**src/rtl/fc_pkg.sv**
```systemverilog
// Shared types and default sizes for the fully-connected stage sequencer.
package fc_pkg;

  localparam int FC_N_IN  = 9;
  localparam int FC_N_OUT = 4;
  localparam int FC_DW    = 8;
  localparam int FC_WW    = 8;
  localparam int FC_ACC_W = 32;

  typedef enum logic [2:0] {
    ST_IDLE  = 3'd0,
    ST_READ  = 3'd1,
    ST_DRAIN = 3'd2,
    ST_EMIT  = 3'd3,
    ST_DONE  = 3'd4
  } fc_state_e;

endpackage

```
**src/rtl/fc_mac.sv**
```systemverilog
// Single signed multiply-accumulate: adds act*w, or the sign-extended bias
// when bias_sel_i is high. Two's complement wrap, no saturation.
module fc_mac #(
  parameter int DW    = 8,
  parameter int WW    = 8,
  parameter int ACC_W = 32
) (
  input  logic             clk,
  input  logic             rst,
  input  logic             clr_i,
  input  logic             en_i,
  input  logic             bias_sel_i,
  input  logic [DW-1:0]    act_i,
  input  logic [WW-1:0]    w_i,
  output logic [ACC_W-1:0] acc_o
);

  localparam int PW = DW + WW;

  logic signed [PW-1:0]    prod;
  logic signed [ACC_W-1:0] addend;
  logic [ACC_W-1:0]        acc_q, acc_d;

  assign prod = PW'($signed(act_i)) * PW'($signed(w_i));

  always_comb begin
    addend = bias_sel_i ? ACC_W'($signed(w_i)) : ACC_W'(prod);
    acc_d  = acc_q;
    if (clr_i) begin
      acc_d = '0;
    end else if (en_i) begin
      acc_d = acc_q + addend;
    end
  end

  always_ff @(posedge clk or posedge rst) begin
    if (rst) begin
      acc_q <= '0;
    end else begin
      acc_q <= acc_d;
    end
  end

  assign acc_o = acc_q;

endmodule

```
**src/rtl/fc_sequencer.sv**
```systemverilog
// Fully-connected layer sequencer: walks N_OUT neurons, streaming N_IN weights
// plus a bias from a 1-cycle-latency memory into one shared MAC.
module fc_sequencer
  import fc_pkg::*;
#(
  parameter int N_IN  = FC_N_IN,
  parameter int N_OUT = FC_N_OUT,
  parameter int DW    = FC_DW,
  parameter int WW    = FC_WW,
  parameter int ACC_W = FC_ACC_W,
  parameter int AW    = $clog2(N_OUT * (N_IN + 1)),
  localparam int OW   = (N_OUT > 1) ? $clog2(N_OUT) : 1
) (
  input  logic               clk,
  input  logic               rst,
  input  logic               start,
  input  logic [N_IN*DW-1:0] in_vec,
  output logic               busy,
  output logic               w_rd_en,
  output logic [AW-1:0]      w_addr,
  input  logic [WW-1:0]      w_data,
  // Result handshake: a result transfers on any rising edge where
  // out_valid and out_ready are both high; out_data/out_idx hold until then.
  output logic               out_valid,
  input  logic               out_ready,
  output logic [ACC_W-1:0]   out_data,
  output logic [OW-1:0]      out_idx,
  output logic               done,
  output logic [2:0]         dbg_state
);

  localparam int CW = $clog2(N_IN + 1);
  localparam logic [CW-1:0] LAST_RD = CW'(N_IN);
  localparam logic [OW-1:0] LAST_O  = OW'(N_OUT - 1);
  localparam logic [AW-1:0] STRIDE  = AW'(N_IN + 1);

  fc_state_e          state_q, state_d;
  logic [CW-1:0]      rd_idx_q, rd_idx_d;
  logic [CW-1:0]      ret_idx_q;
  logic               ret_vld_q;
  logic [OW-1:0]      o_q, o_d;
  logic [N_IN*DW-1:0] in_q, in_d;
  logic               acc_clr;
  logic [DW-1:0]      act_sel;

  always_ff @(posedge clk or posedge rst) begin
    if (rst) begin
      state_q   <= ST_IDLE;
      rd_idx_q  <= '0;
      ret_idx_q <= '0;
      ret_vld_q <= 1'b0;
      o_q       <= '0;
      in_q      <= '0;
    end else begin
      state_q   <= state_d;
      rd_idx_q  <= rd_idx_d;
      o_q       <= o_d;
      in_q      <= in_d;
      // Return pipeline mirrors the memory's one-cycle read latency.
      ret_vld_q <= (state_q == ST_READ);
      ret_idx_q <= rd_idx_q;
    end
  end

  always_comb begin
    state_d   = state_q;
    rd_idx_d  = rd_idx_q;
    o_d       = o_q;
    in_d      = in_q;
    acc_clr   = 1'b0;
    busy      = 1'b1;
    w_rd_en   = 1'b0;
    w_addr    = '0;
    out_valid = 1'b0;
    done      = 1'b0;
    unique case (state_q)
      ST_IDLE: begin
        busy = 1'b0;
        if (start) begin
          in_d     = in_vec;
          acc_clr  = 1'b1;
          o_d      = '0;
          rd_idx_d = '0;
          state_d  = ST_READ;
        end
      end
      ST_READ: begin
        w_rd_en = 1'b1;
        w_addr  = AW'(o_q) * STRIDE + AW'(rd_idx_q);
        if (rd_idx_q == LAST_RD) begin
          rd_idx_d = '0;
          state_d  = ST_DRAIN;
        end else begin
          rd_idx_d = rd_idx_q + CW'(1);
        end
      end
      ST_DRAIN: state_d = ST_EMIT;
      ST_EMIT: begin
        out_valid = 1'b1;
        if (out_ready) begin
          if (o_q == LAST_O) begin
            state_d = ST_DONE;
          end else begin
            o_d     = o_q + OW'(1);
            acc_clr = 1'b1;
            state_d = ST_READ;
          end
        end
      end
      ST_DONE: begin
        done    = 1'b1;
        state_d = ST_IDLE;
      end
      default: state_d = ST_IDLE;
    endcase
  end

  // Activation for the returning weight; the bias slot selects nothing.
  always_comb begin
    act_sel = '0;
    for (int k = 0; k < N_IN; k++) begin
      if (ret_idx_q == CW'(k)) act_sel = in_q[k*DW +: DW];
    end
  end

  fc_mac #(
    .DW   (DW),
    .WW   (WW),
    .ACC_W(ACC_W)
  ) u_mac (
    .clk       (clk),
    .rst       (rst),
    .clr_i     (acc_clr),
    .en_i      (ret_vld_q),
    .bias_sel_i(ret_idx_q == LAST_RD),
    .act_i     (act_sel),
    .w_i       (w_data),
    .acc_o     (out_data)
  );

  assign out_idx   = o_q;
  assign dbg_state = state_q;

endmodule

```
**config.mk**
```make
export PLATFORM = sky130hd
export DESIGN_NAME = fc_sequencer
export DESIGN_NICKNAME = d
export VERILOG_FILES = /design/src/rtl/fc_pkg.sv /design/src/rtl/fc_mac.sv /design/src/rtl/fc_sequencer.sv
export SDC_FILE = /design/constraint.sdc
export NUM_CORES = 1
export LEC_CHECK = 0
export BUFFER_PORTS_ARGS = -buffer_cell sky130_fd_sc_hd__buf_2
export CAP_MARGIN = 20
export CORE_MARGIN = 3
export CORE_UTILIZATION = 55
export CTS_BUF_LIST = sky130_fd_sc_hd__clkbuf_4 sky130_fd_sc_hd__clkbuf_8
export CTS_CLUSTER_DIAMETER = 40
export CTS_CLUSTER_SIZE = 25
export DETAILED_ROUTE_END_ITERATION = 6
export PLACE_DENSITY = 0.77
export SETUP_SLACK_MARGIN = 0.3
export SLEW_MARGIN = 0
export SYNTH_ARGS = -nofsm -noshare
export SYNTH_HDL_FRONTEND = slang
export SYNTH_SLANG_ARGS = --single-unit
export TNS_END_PERCENT = 20
```
**constraint.sdc**
```tcl
create_clock -name clk -period 23.8 [get_ports clk]
set_clock_uncertainty 0.1 [all_clocks]
set_input_delay 7.14 -clock clk [delete_from_list [all_inputs] [get_ports clk]]
set_output_delay 7.14 -clock clk [all_outputs]
set_load 0.01 [all_outputs]
```
==> impl_metrics.json <==
{
  "final-seq-area_um2": 2953,
  "area_growth_pct": 13.77,
  "drv_slew": 0,
  "drt-total-wl_um": 22420,
  "period_needed_ns": 13.34,
  "crit_fanout": 8,
  "status": "finished clean",
  "required_ns": 24.03,
  "ant_nets": 0,
  "cp_data_arrival_time_ns": 13.57,
  "post_cts_resize_count": 0,
  "crit_type": "input pin to flop",
  "drv_cap": 0,
  "post_drt_wl_per_cell_um": 16.82,
  "max_stage_delay_ns": 0.55,
  "r2r_start": "ret_idx_q[3]",
  "fin_tns_setup_ns": 0,
  "multi_input_area_um2": 5967,
  "clock_latency_ns": 0.45,
  "place_area_um2": 10310,
  "synth_area_per_cell_um2": 9.720,
  "setup_viol": 0,
  "cts_root_buffer": "clkbuf_8",
  "cts.sinks": 118,
  "overflow": 0,
  "cts_tree": "yes",
  "rsz0062_at_grt": "false",
  "num_rows": 47,
  "ys_seq_area_share_pct": 31.29,
  "core-area_um2": 16700,
  "grt_max_degree": 77,
  "place.gp.congestion": 0.8819,
  "synth.top_cell.area_share_pct": 31.29,
  "clock_tree.buffer_depth": 2,
  "initial_core_util_pct": 56.51,
  "period_share_pct": 56.07,
  "groute.usage.overall_pct": 25.28,
  "cts_made_buffers": 17,
  "cp_top_family": "adder cells",
  "grt_pass1_vias": 7832,
  "clkTransAtPathRegs_ns": 0.08,
  "slowest_stage": "fa_1",
  "crit_top_cell": "fa_1",
  "io_pins": 131,
  "ys_types": 67,
  "antenna_found_initial": 3,
  "h-tree-depth": 4,
  "hold_depth": 0,
  "synth_area_leaders": "dfrtp_1 (31%), fa_1 (12%), ha_1 (9.0%), mux2_2 (8.8%), inv_1 (4.3%)",
  "maxSlewHeadroom_pct": 29.15,
  "syn-cell-area_um2": 9438,
  "syn_nets": 1180,
  "reg2reg_depth": 33,
  "first_pass_iters": 4,
  "drive_above_1_share_pct": 23.42,
  "die_h_um": 137.0,
  "hold_buffers": 0,
  "hpwl_um": 16950,
  "r2r_slack_ns": 14.41,
  "post_cts_buffers": 0,
  "fmaxAchievable_ghz": 0.07494,
  "grt_pass1_wl_um": 37550,
  "yosys_most_used_dff": "dfrtp_1",
  "critPathLaunchType": "input pin",
  "hp-start": "rd_idx_q[3]",
  "hold_class": "flop to flop",
  "reg2reg_to": "u_mac.acc_o[29]",
  "synth_seq_cells": 118,
  "critPathBufInv": 5,
  "fin_area_um2": 10740,
  "tightest_slew_ns": 1.049,
  "whs_endpoint": "ret_idx_q[3]",
  "async_reset_ff_share_pct": 100.0,
  "die_area_um2": 18770,
  "dr_total_vias": 7485,
  "synth_cells": 971,
  "yosysTopAreaCell": "dfrtp_1",
  "drt-initial-drc-count": 407,
  "synth_edf_count": 0,
  "die_w_um": 137.0,
  "vias_per_cell": 5.615,
  "worst_setup_path_end_kind": "flop",
  "port_buffers": 130,
  "drc_errors": 0,
  "nFillCells": 1407,
  "nets": 1306,
  "yosys_warnings": 0,
  "finalHoldViolCount": 0
}
## how the worst max path moves through the flow
stage                                  to  startpoint  slack [ns]  cells after the start
final                     u_mac.acc_o[29]   w_data[7]       10.46                     28
after global routing      u_mac.acc_o[29]   w_data[7]        9.94                     28
after CTS                 u_mac.acc_o[29]   w_data[7]       10.45                     28
after detailed placement  u_mac.acc_o[29]   w_data[7]        9.99                     28
after global placement    u_mac.acc_o[26]   w_data[4]       10.20                     28
after floorplan           u_mac.acc_o[29]   w_data[4]        9.99                     26
## registers in the layout (all words and copies together), names as in the netlist
| register | flops |
|---|---|
| in_q | 72 |
| u_mac.acc_o | 32 |
| rd_idx_q | 4 |
| ret_idx_q | 4 |
| dbg_state | 3 |
| out_idx | 2 |
| ret_vld_q | 1 |
## layout make-up
type,count,area share (%)
diodes,3,0.06991
multi-input cells,714,55.57
repair buffers,137,6.549
well taps,220,2.564
clock inverters,14,1.608
flip-flops and latches,118,27.50
inverters,109,3.834
clock buffers,18,2.307
## kinds of logic (layout without fill, tap and decap cells)
family / after synthesis / count (layout) / share of synthesized area, %
other: 0 / 3 / 0
AOI/OAI and AO/OA: 201 / 201 / 14.15
adders and majority gates: 125 / 125 / 21.11
xor gates and xnor gates: 39 / 39 / 3.619
and+or+nand+nor: 257 / 257 / 13.27
DFF: 118 / 118 / 31.29
buffers and inverters: 139 / 278 / 5.568
muxes: 92 / 92 / 11.00
## synthesized netlist by cell type, drive strengths merged, types with 9 or more instances
master,n
xnor2,26
o21bai,9
nand3,10
dfrtp,118
a31oi,11
inv,108
nor2,63
fa,57
a21oi,51
o21ai,48
clkbuf,27
xor2,13
a21o,13
mux2i,16
o21a,9
mux2,74
nor3,15
nand2,78
a22oi,10
a211oi,9
and2,46
ha,68
## cell usage in the layout (no fill, tap or decap), drive strengths merged, types with 4 or more instances in the layout
cell type,instances
mux2,74
ha,68
nand3,10
clkinv,7
inv,111
nand2,78
a21o,13
clkbuf,18
nand4,4
o21ai,48
o21bai,9
o211ai,4
o21a,9
a22oi,10
or3,8
nor3,15
xor2,13
dfrtp,118
nor3b,4
and3,5
or2,6
nor2b,4
a21oi,51
buf,137
fa,57
mux2i,16
and2,46
a221oi,8
a211oi,9
nor2,63
nand2b,5
a31oi,11
xnor2,26
## metrics by stage
stage               instances  hold slack, ns  util (%)  worst slack (ns)
global route             1333          0.4017     64.29             9.936
finish                   1333          0.3773     64.29             10.46
floorplan                 971          0.3061         -             9.993
detailed placement       1298          0.3694     61.73             9.987
CTS                      1330          0.3814     64.25             10.45
global placement         1298          0.3485     61.73             10.20
## per-layer routing
metal  part of all wire, %  track usage, %
met2                    49           42.21
met1                    44           33.07
met4                   1.9           8.038
met3                   5.0           5.257
met5                     0               0
Power is left out: the tool's default activity adds up to more than one toggle a clock period on the data nets, which glitch-free logic cannot reach.
